==> src/rtl/i2s_clock_gen.sv <==
// i2s_clock_gen
//   Timing master for an I2S link. Derives SCLK and WS from clk using a
//   programmable half-period divider. It supports I2S, left-justified and
//   TDM/DSP-A framing. It also exports bit/slot indices and single-cycle edge
//   strobes, so that shifters in the clk domain can run in lock-step with the
//   serial clock.
// Ports
//   clk, rst               system clock, async active-high reset
//   enable                 start / keep generating frames
//   half_div               SCLK half-period in clk cycles (0 acts as 1)
//   word_bits              bits per slot, clamped to 8..32
//   num_ch_m1              TDM slot count - 1 (modes 0/1 are always stereo)
//   mode                   0 I2S, 1 left-justified, 2 TDM, 3 acts as 0
//   sclk, ws               serial clock and word select / frame sync
//   sclk_rise_stb/fall_stb strobes coincident with the sclk transitions
//   frame_start            strobe at slot 0, bit 0
//   chan_idx, bit_idx      current slot and bit (0 = MSB)
//   busy                   high while frames are running or draining
module i2s_clock_gen #(
  parameter int DIV_W  = 8,
  parameter int BITS_W = 6,
  parameter int CH_W   = 3
) (
  input  logic              clk,
  input  logic              rst,
  input  logic              enable,
  input  logic [DIV_W-1:0]  half_div,
  input  logic [BITS_W-1:0] word_bits,
  input  logic [CH_W-1:0]   num_ch_m1,
  input  logic [1:0]        mode,
  output logic              sclk,
  output logic              ws,
  output logic              sclk_rise_stb,
  output logic              sclk_fall_stb,
  output logic              frame_start,
  output logic [CH_W-1:0]   chan_idx,
  output logic [BITS_W-1:0] bit_idx,
  output logic              busy
);

  typedef enum logic [1:0] {IDLE, RUN, DRAIN} state_t;
  state_t state, state_nx;

  // Sanitised config inputs and their per-frame latched copies
  logic [DIV_W-1:0]  hd_in, hd_q, cnt;
  logic [BITS_W-1:0] wb_in, wb_q, nb;
  logic [CH_W-1:0]   nch_in, nch_q, nc;
  logic [1:0]        md_in, md_q;
  logic              tc, fall_ev, last_bit, frame_end, ws_nx;
  logic              start, stop, load_cfg;

  always_comb begin
    hd_in = (half_div == '0) ? DIV_W'(1) : half_div;
    if (word_bits < BITS_W'(8))       wb_in = BITS_W'(8);
    else if (word_bits > BITS_W'(32)) wb_in = BITS_W'(32);
    else                              wb_in = word_bits;
    md_in  = (mode == 2'd3) ? 2'd0 : mode;
    nch_in = (md_in == 2'd2) ? num_ch_m1 : CH_W'(1);
  end

  always_comb begin
    tc        = (cnt == hd_q - DIV_W'(1));
    fall_ev   = (state != IDLE) && tc && sclk;
    last_bit  = (bit_idx == wb_q - BITS_W'(1));
    frame_end = fall_ev && last_bit && (chan_idx == nch_q);
    nb        = last_bit ? '0 : bit_idx + BITS_W'(1);
    nc        = last_bit ? chan_idx + CH_W'(1) : chan_idx;
    // ws for the bit period that begins on this falling edge. Frame wrap is
    // handled separately, because every mode gives ws=0 on slot 0 bit 0.
    case (md_q)
      2'd1:    ws_nx = nc[0];
      2'd2:    ws_nx = (nb == wb_q - BITS_W'(1)) && (nc == nch_q);
      default: ws_nx = (nb == wb_q - BITS_W'(1)) ? ~nc[0] : nc[0]; // I2S leads by one bit
    endcase
  end

  always_ff @(posedge clk or posedge rst)
    if (rst) state <= IDLE;
    else     state <= state_nx;

  always_comb begin
    state_nx = state;
    case (state)
      IDLE:    if (enable) state_nx = RUN;
      RUN:     if (!enable) state_nx = DRAIN;
      DRAIN:   if (enable) state_nx = RUN;
               else if (frame_end) state_nx = IDLE;
      default: state_nx = IDLE;
    endcase
  end

  assign start    = (state == IDLE) && enable;
  assign stop     = (state != IDLE) && (state_nx == IDLE);
  assign load_cfg = start || (frame_end && !stop);

  always_ff @(posedge clk or posedge rst)
    if (rst) begin
      hd_q  <= DIV_W'(1);
      wb_q  <= BITS_W'(8);
      nch_q <= CH_W'(1);
      md_q  <= 2'd0;
    end else if (load_cfg) begin
      hd_q  <= hd_in;
      wb_q  <= wb_in;
      nch_q <= nch_in;
      md_q  <= md_in;
    end

  always_ff @(posedge clk or posedge rst)
    if (rst) begin
      cnt <= '0; sclk <= 1'b0; ws <= 1'b0; busy <= 1'b0;
      sclk_rise_stb <= 1'b0; sclk_fall_stb <= 1'b0; frame_start <= 1'b0;
      chan_idx <= '0; bit_idx <= '0;
    end else begin
      sclk_rise_stb <= 1'b0;
      sclk_fall_stb <= 1'b0;
      frame_start   <= 1'b0;
      busy          <= (state_nx != IDLE);
      if (state == IDLE) begin
        if (start) begin
          cnt <= '0; sclk <= 1'b0; ws <= 1'b0;
          chan_idx <= '0; bit_idx <= '0;
          frame_start <= 1'b1;
        end
      end else if (stop) begin
        // The final falling edge is the return to idle. It raises no strobe.
        cnt <= '0; sclk <= 1'b0; ws <= 1'b0;
        chan_idx <= '0; bit_idx <= '0;
      end else if (tc) begin
        cnt  <= '0;
        sclk <= ~sclk;
        if (!sclk) sclk_rise_stb <= 1'b1;
        else begin
          sclk_fall_stb <= 1'b1;
          if (frame_end) begin
            chan_idx <= '0; bit_idx <= '0; ws <= 1'b0;
            frame_start <= 1'b1;
          end else begin
            chan_idx <= nc; bit_idx <= nb; ws <= ws_nx;
          end
        end
      end else begin
        cnt <= cnt + DIV_W'(1);
      end
    end

endmodule

==> config.mk <==
export PLATFORM = sky130hd
export DESIGN_NAME = i2s_clock_gen
export DESIGN_NICKNAME = d
export VERILOG_FILES = /design/src/rtl/i2s_clock_gen.sv
export SDC_FILE = /design/constraint.sdc
export NUM_CORES = 1
export LEC_CHECK = 0
export ABC_AREA = 1
export CAP_MARGIN = 25
export CORE_MARGIN = 1
export CORE_UTILIZATION = 55
export CTS_BUF_LIST = sky130_fd_sc_hd__clkbuf_4 sky130_fd_sc_hd__clkbuf_8
export CTS_CLUSTER_DIAMETER = 40
export DETAILED_ROUTE_END_ITERATION = 8
export PLACE_DENSITY = 0.79
export SLEW_MARGIN = 10
export SYNTH_ARGS = -nofsm -noshare
export SYNTH_HDL_FRONTEND = slang
export SYNTH_SLANG_ARGS = --single-unit
==> constraint.sdc <==
create_clock -name clk -period 5.67 [get_ports clk]
set_input_delay 0.567 -clock clk [delete_from_list [all_inputs] [get_ports clk]]
set_output_delay 0.567 -clock clk [all_outputs]
set_load 0.005 [all_outputs]
Yosys cells after proc, flatten, opt, wreduce, memory -nomap -nowiden
Cells that the tools add are included.

$add $sub $neg: 5. Magnitude comparators: 2. Equality and inequality tests: 12. Multiplexer cells: 53. Bitwise gates (word level): 2. Reduce and logical (&&, ||, !) cells: 19.

Operators with widths (count): $mux 6 (9); $mux 8 (5); $mux 1 (24); $mux 3 (8); $eq 6x6->1 (2); $mux 2 (5); $add 8x1->8 const B (1); $eq 2x2->1 const B (4); $eq 8x8->1 (1); $logic_and 1x1->1 (8); $logic_not 8->1 (1); $sub 8x1->8 const B (1); $add 6x1->6 const B (1); $eq 3x3->1 (2); $gt 6x6->1 const B (1); $lt 6x4->1 const B (1); $pmux 2 s3 (1); $reduce_bool 3->1 (2); $sub 6x1->6 const B (1); $eq 2x1->1 const B (2); $logic_not 2->1 (2); $reduce_bool 2->1 (2); $add 3x1->3 const B (1); $reduce_and 3->1 (1); 6 further kinds (7).

Register bits after elaboration: 44. Output and inout port bits: 15. Word-level logic and storage cells: 107.

Logic depth before layout (Yosys ltp)
Depth in word-level cells: 14. Gate-level depth with buffers: 20.

Worst setup path before layout
No wires, ideal clock.

Path type: flip-flop to flip-flop. From: reg hd_q[0]. To: reg bit_idx[5]. Setup time: 0.127 ns. Data arrival time: 2.257 ns. Path slack: 3.286 ns. Cell stages (with the launch flop): 20. Path buffers: 1. Cell sequence: dfstp_2 -> inv_1 -> ha_1 -> inv_1 -> nand2_1 -> nand2_1 -> nand2_1 -> nor2_1 -> nand3_1 -> nor2_2 -> nand3_2 -> nor2_4 -> nand3_2 -> nand2_2 -> nand2_4 -> nand2_4 -> nand3_4 -> clkinv_4 -> buf_12 -> o21ai_0.

Word-level cells in the longest chain between the ends: 13.

RTL lines: start, declared (line 45) `logic [DIV_W-1:0] hd_in, hd_q, cnt;`; start signal, assigned (line 103) `hd_q <= hd_in;`; $sub 8x1->8 * (line 62) `tc = (cnt == hd_q - DIV_W'(1));`; $eq 8x8->1 * (line 62); $logic_and 1x1->1 (2 in series) (line 63) `fall_ev = (state != IDLE) && tc && sclk;`; $logic_and 1x1->1 (2 in series) (line 65) `frame_end = fall_ev && last_bit && (chan_idx == nch_q);`; $mux 2 (line 87) `else if (frame_end) state_nx = IDLE;`; $mux 2 (line 86) `DRAIN: if (enable) state_nx = RUN;`; $pmux 2 s3 (line 83) `case (state)`; $logic_not 2->1 (line 93) `assign stop = (state != IDLE) && (state_nx == IDLE);`; $logic_and 1x1->1 (line 93); $reduce_bool 3->1 (no source line) or $mux 6 (tied branches); $reduce_and 3->1 (no source line) or $mux 6 (tied branches); end signal, assigned (line 139) `chan_idx <= nc; bit_idx <= nb; ws <= ws_nx;`; end, declared (line 37) `output logic [BITS_W-1:0] bit_idx,`.

Mark *: on every way between the ends. The rest lies on a longest branch, timed or not. The select of a mux whose other input is x is not followed. A chain may end at the register's enable or synchronous reset.

Final worst setup path
From: reg wb_q[0]. To: reg wb_q[5].

Word-level cells in the longest chain between the ends: 12.

RTL lines: start, declared (line 46) `logic [BITS_W-1:0] wb_in, wb_q, nb;`; start signal, assigned (line 104) `wb_q <= wb_in;`; $sub 6x1->6 * (line 64) `last_bit = (bit_idx == wb_q - BITS_W'(1));`; $eq 6x6->1 * (line 64); $logic_and 1x1->1 * (2 in series) (line 65); $mux 2 (line 87); $mux 2 (line 86); $pmux 2 s3 (line 83); $logic_not 2->1 (line 93); $logic_and 1x1->1 (line 93); $logic_not 1->1 (line 94) `assign load_cfg = start || (frame_end && !stop);`; $logic_and 1x1->1 * (line 94); $logic_or 1x1->1 * (line 94).

Mark *: on every way between the ends. The rest lies on a longest branch, timed or not.

==> metrics <==
Final HPWL DP 4720 um; most common cell after layout, fill and taps aside nand2_1; buffer and inverter count on the worst path 3; Final Worst Setup Slack between 2 and 3 ns; critical-path cell list inv_2, ha_1, inv_1, nand2_1, nand2_1, inv_1, nand2_1, nand3_1, nor2_2, nand3_4, nor2_4, nand3_2, nand2_2, nand2_4, nand3_2, nand2_4, nand2_1, o21a_1; Worst VDD drop 0.160 mV; Yosys reg bits 44; Crit path arrival time slightly below 3 ns; kind of critical path flip-flop to flip-flop; met2 wire len about 2800 um; router iterations before antenna repair 5; WHS Path Cells 2; Hold Path Origin ws; Gate Count Post-Synth around 390; Cell variety after synth 36; RePlAce Congestion 0.869; I/O Buffers 36; vias in the first global route approximately 2,500; maximum fanout along the worst path 34; core area between 0.004 and 0.005 sq mm; Async SR Flop Fraction 100%; Gate power share 37.7%; metal3 WL 409 um; fraction of layout cells with a size suffix above 1 9.18%; crit-path leading delay family simple AND/OR/NAND/NOR gates; initial drt markers between 150 and 200; DRT met1 WL between 2000 and 3000 um; GRT Residual Overflow 0; cell area after synthesis about 0.0029 sq mm; Worst Path Required between 5 and 6 ns; Syn Nets ~410; Post-Route WL about 6000 um; RSZ-0062 raised after global routing no; CTS tree built; most frequent cells in the layout nand2_1 (104), inv_1 (46), nor2_1 (43); Die Width roughly 74 um; internal power around 590 uW; slowest CP cell dfrtp_1; pwr dens around 290 mW/mm^2; Starting Density 58.7%; die height between 70 and 80 um; dpl ws between 3 and 4 ns; Worst slew margin 63.0%; Final Skew between 0.01 and 0.015 ns; largest net degree at the start of global routing 45; # rows 25; Hold EP ws; Longest Clk Path Bufs 2; Final Hold Vio Count 0; register area share after synthesis between 30 and 40%; CP peak stage delay between 0.3 and 0.4 ns; Wirelength per Cell 12.6 um; Synthesis Warnings 0; Tightest Pin Transition ~0.55 ns; Leak between 1.5 and 2 nW; GRT Util Overall 25.8%; # DRC 0; crit-path most repeated cell nand2_1; Cells after DPL ~480; syn_area_per_cell 7.44 sq um; Hold Path Class flip-flop to flip-flop; NetSw 383 uW; NumNets Final around 450; ANT nets after route 0; Main synth FF type dfrtp_1; crit share post-route a little under half; max frequency about 0.37 GHz; via density per instance 5.22; Clock power frac 21.4%; root buf cell clkbuf_8; postcts setup bufs 0; H-tree Lvls 2; post-cts resize count 0; Post-synth EDFFs 0; Hold-fix buffers, CTS 0; sw frac between 30% and 40%; via count about 2,600; Clk Latency, worst-skew pair 0.30 ns; final setup TNS 0 ns; Area Overhead vs Synth 17.2%; Cell Count, Final, Fillers Out 492; MaxCap Viol Count 0; part of the power in registers 41.0%; Final Util between 60% and 70%; Worst R2R Setup Slack ~3.0 ns; die area between 0.005 and 0.006 sq mm; RR Endpoint wb_q[5]; R2R depth 18; r2r startpoint wb_q[0]; critical path depth 18; CP startpoint kind flip-flop; Final Slew Violations 0; top layer in use met4; crit path time final 2.69 ns; Top Ports 37; CTS buffer count 5; clk sinks 44; endpoints failing setup 0; crit end category flip-flop; global-route wire length before repair about 11,000 um; CTS clk-pin slew, worst paths approximately 0.10 ns; status complete, no violations; Ant. Diodes 0; antenna violations before repair 0
## metrics by stage
stage	cell area (sq um)	hold WS (ns)	total power, mW
after CTS	3360	0.498	0.980
after floorplan	2870	0.473	0.676
after global routing	3360	0.517	1.05
final	3360	0.490	0.977
after detailed placement	3260	0.477	0.771
after global placement	3260	0.470	0.763
## per-layer routing
layer	vias up	track usage, %
met5	-	0
met2	81	40.9
met3	9	4.34
met1	1165	36.4
met4	0	7.48
li1	1313	-
## how the worst max path moves through the flow
stage                 start          to  slack [ns]
floorplan           hd_q[0]  bit_idx[5]        3.29
global placement    hd_q[0]     wb_q[4]        3.08
detailed placement  wb_q[0]     wb_q[4]        3.01
CTS                 wb_q[0]     wb_q[5]        2.97
global route        wb_q[0]     wb_q[4]        2.64
finish              wb_q[0]     wb_q[5]        2.98
## cells by family after synthesis
logic type | count (synthesis) | synth area share [%]
flip-flops | 44 | 38.6
buffers and inverters | 56 | 8.69
adder cells (fa/ha/maj) | 7 | 3.06
AO/OA/AOI/OAI | 38 | 7.69
XOR/XNOR | 22 | 6.73
AND/OR/NAND/NOR | 218 | 35.3
## Yosys cell counts, types with 3 or more instances
cell	count	area (sq um)
nand2_1	104	390
inv_1	47	176
nor2_1	43	161
dfrtp_1	41	1030
nand3_1	39	195
xor2_1	15	131
o21ai_1	13	65.1
o21ai_0	9	45.0
ha_1	7	87.6
xnor2_1	7	61.3
nand2_2	6	37.5
nand4_1	5	31.3
o22ai_1	5	31.3
nor2_2	4	25.0
dfstp_2	3	78.8
inv_2	3	11.3
nand2_4	3	33.8
nand3_2	3	30.0
nor2_4	3	33.8
## worst reg2reg max path: cells and delay by family, from the launching register on
kind            cells  cell delay (ns)
simple gates       13             1.64
flops               1             0.39
fa+ha+maj           1             0.25
buf+inv             3             0.21
compound gates      1             0.14
## flip-flops by register name, indices dropped and copies added, names as in the netlist, 2 cells and up
| name | flops |
|---|---|
| chan_idx | 3 |
| state | 2 |
| bit_idx | 6 |
| nch_q | 3 |
| hd_q | 8 |
| wb_q | 6 |
| md_q | 2 |
| cnt | 8 |
## power groups by stage
stage	registers [mW]	logic, mW	clock network (mW)
finish	0.400	0.368	0.209
CTS	0.400	0.369	0.211
detailed placement	0.405	0.365	0
floorplan	0.398	0.279	0
global placement	0.404	0.359	0
global route	0.406	0.420	0.224
## area by class of cell
| class | count | area (sq um) |
|---|---|---|
| inverter | 51 | 196 |
| tap | 67 | 83.8 |
| clock buffer | 5 | 68.8 |
| clock inverter | 3 | 23.8 |
| fill | 445 | 1520 |
| sequential | 44 | 1100 |
| timing repair buffer | 37 | 368 |
| multi-input combinational | 285 | 1510 |
No activity file was read; power rests on OpenSTA's default activity.
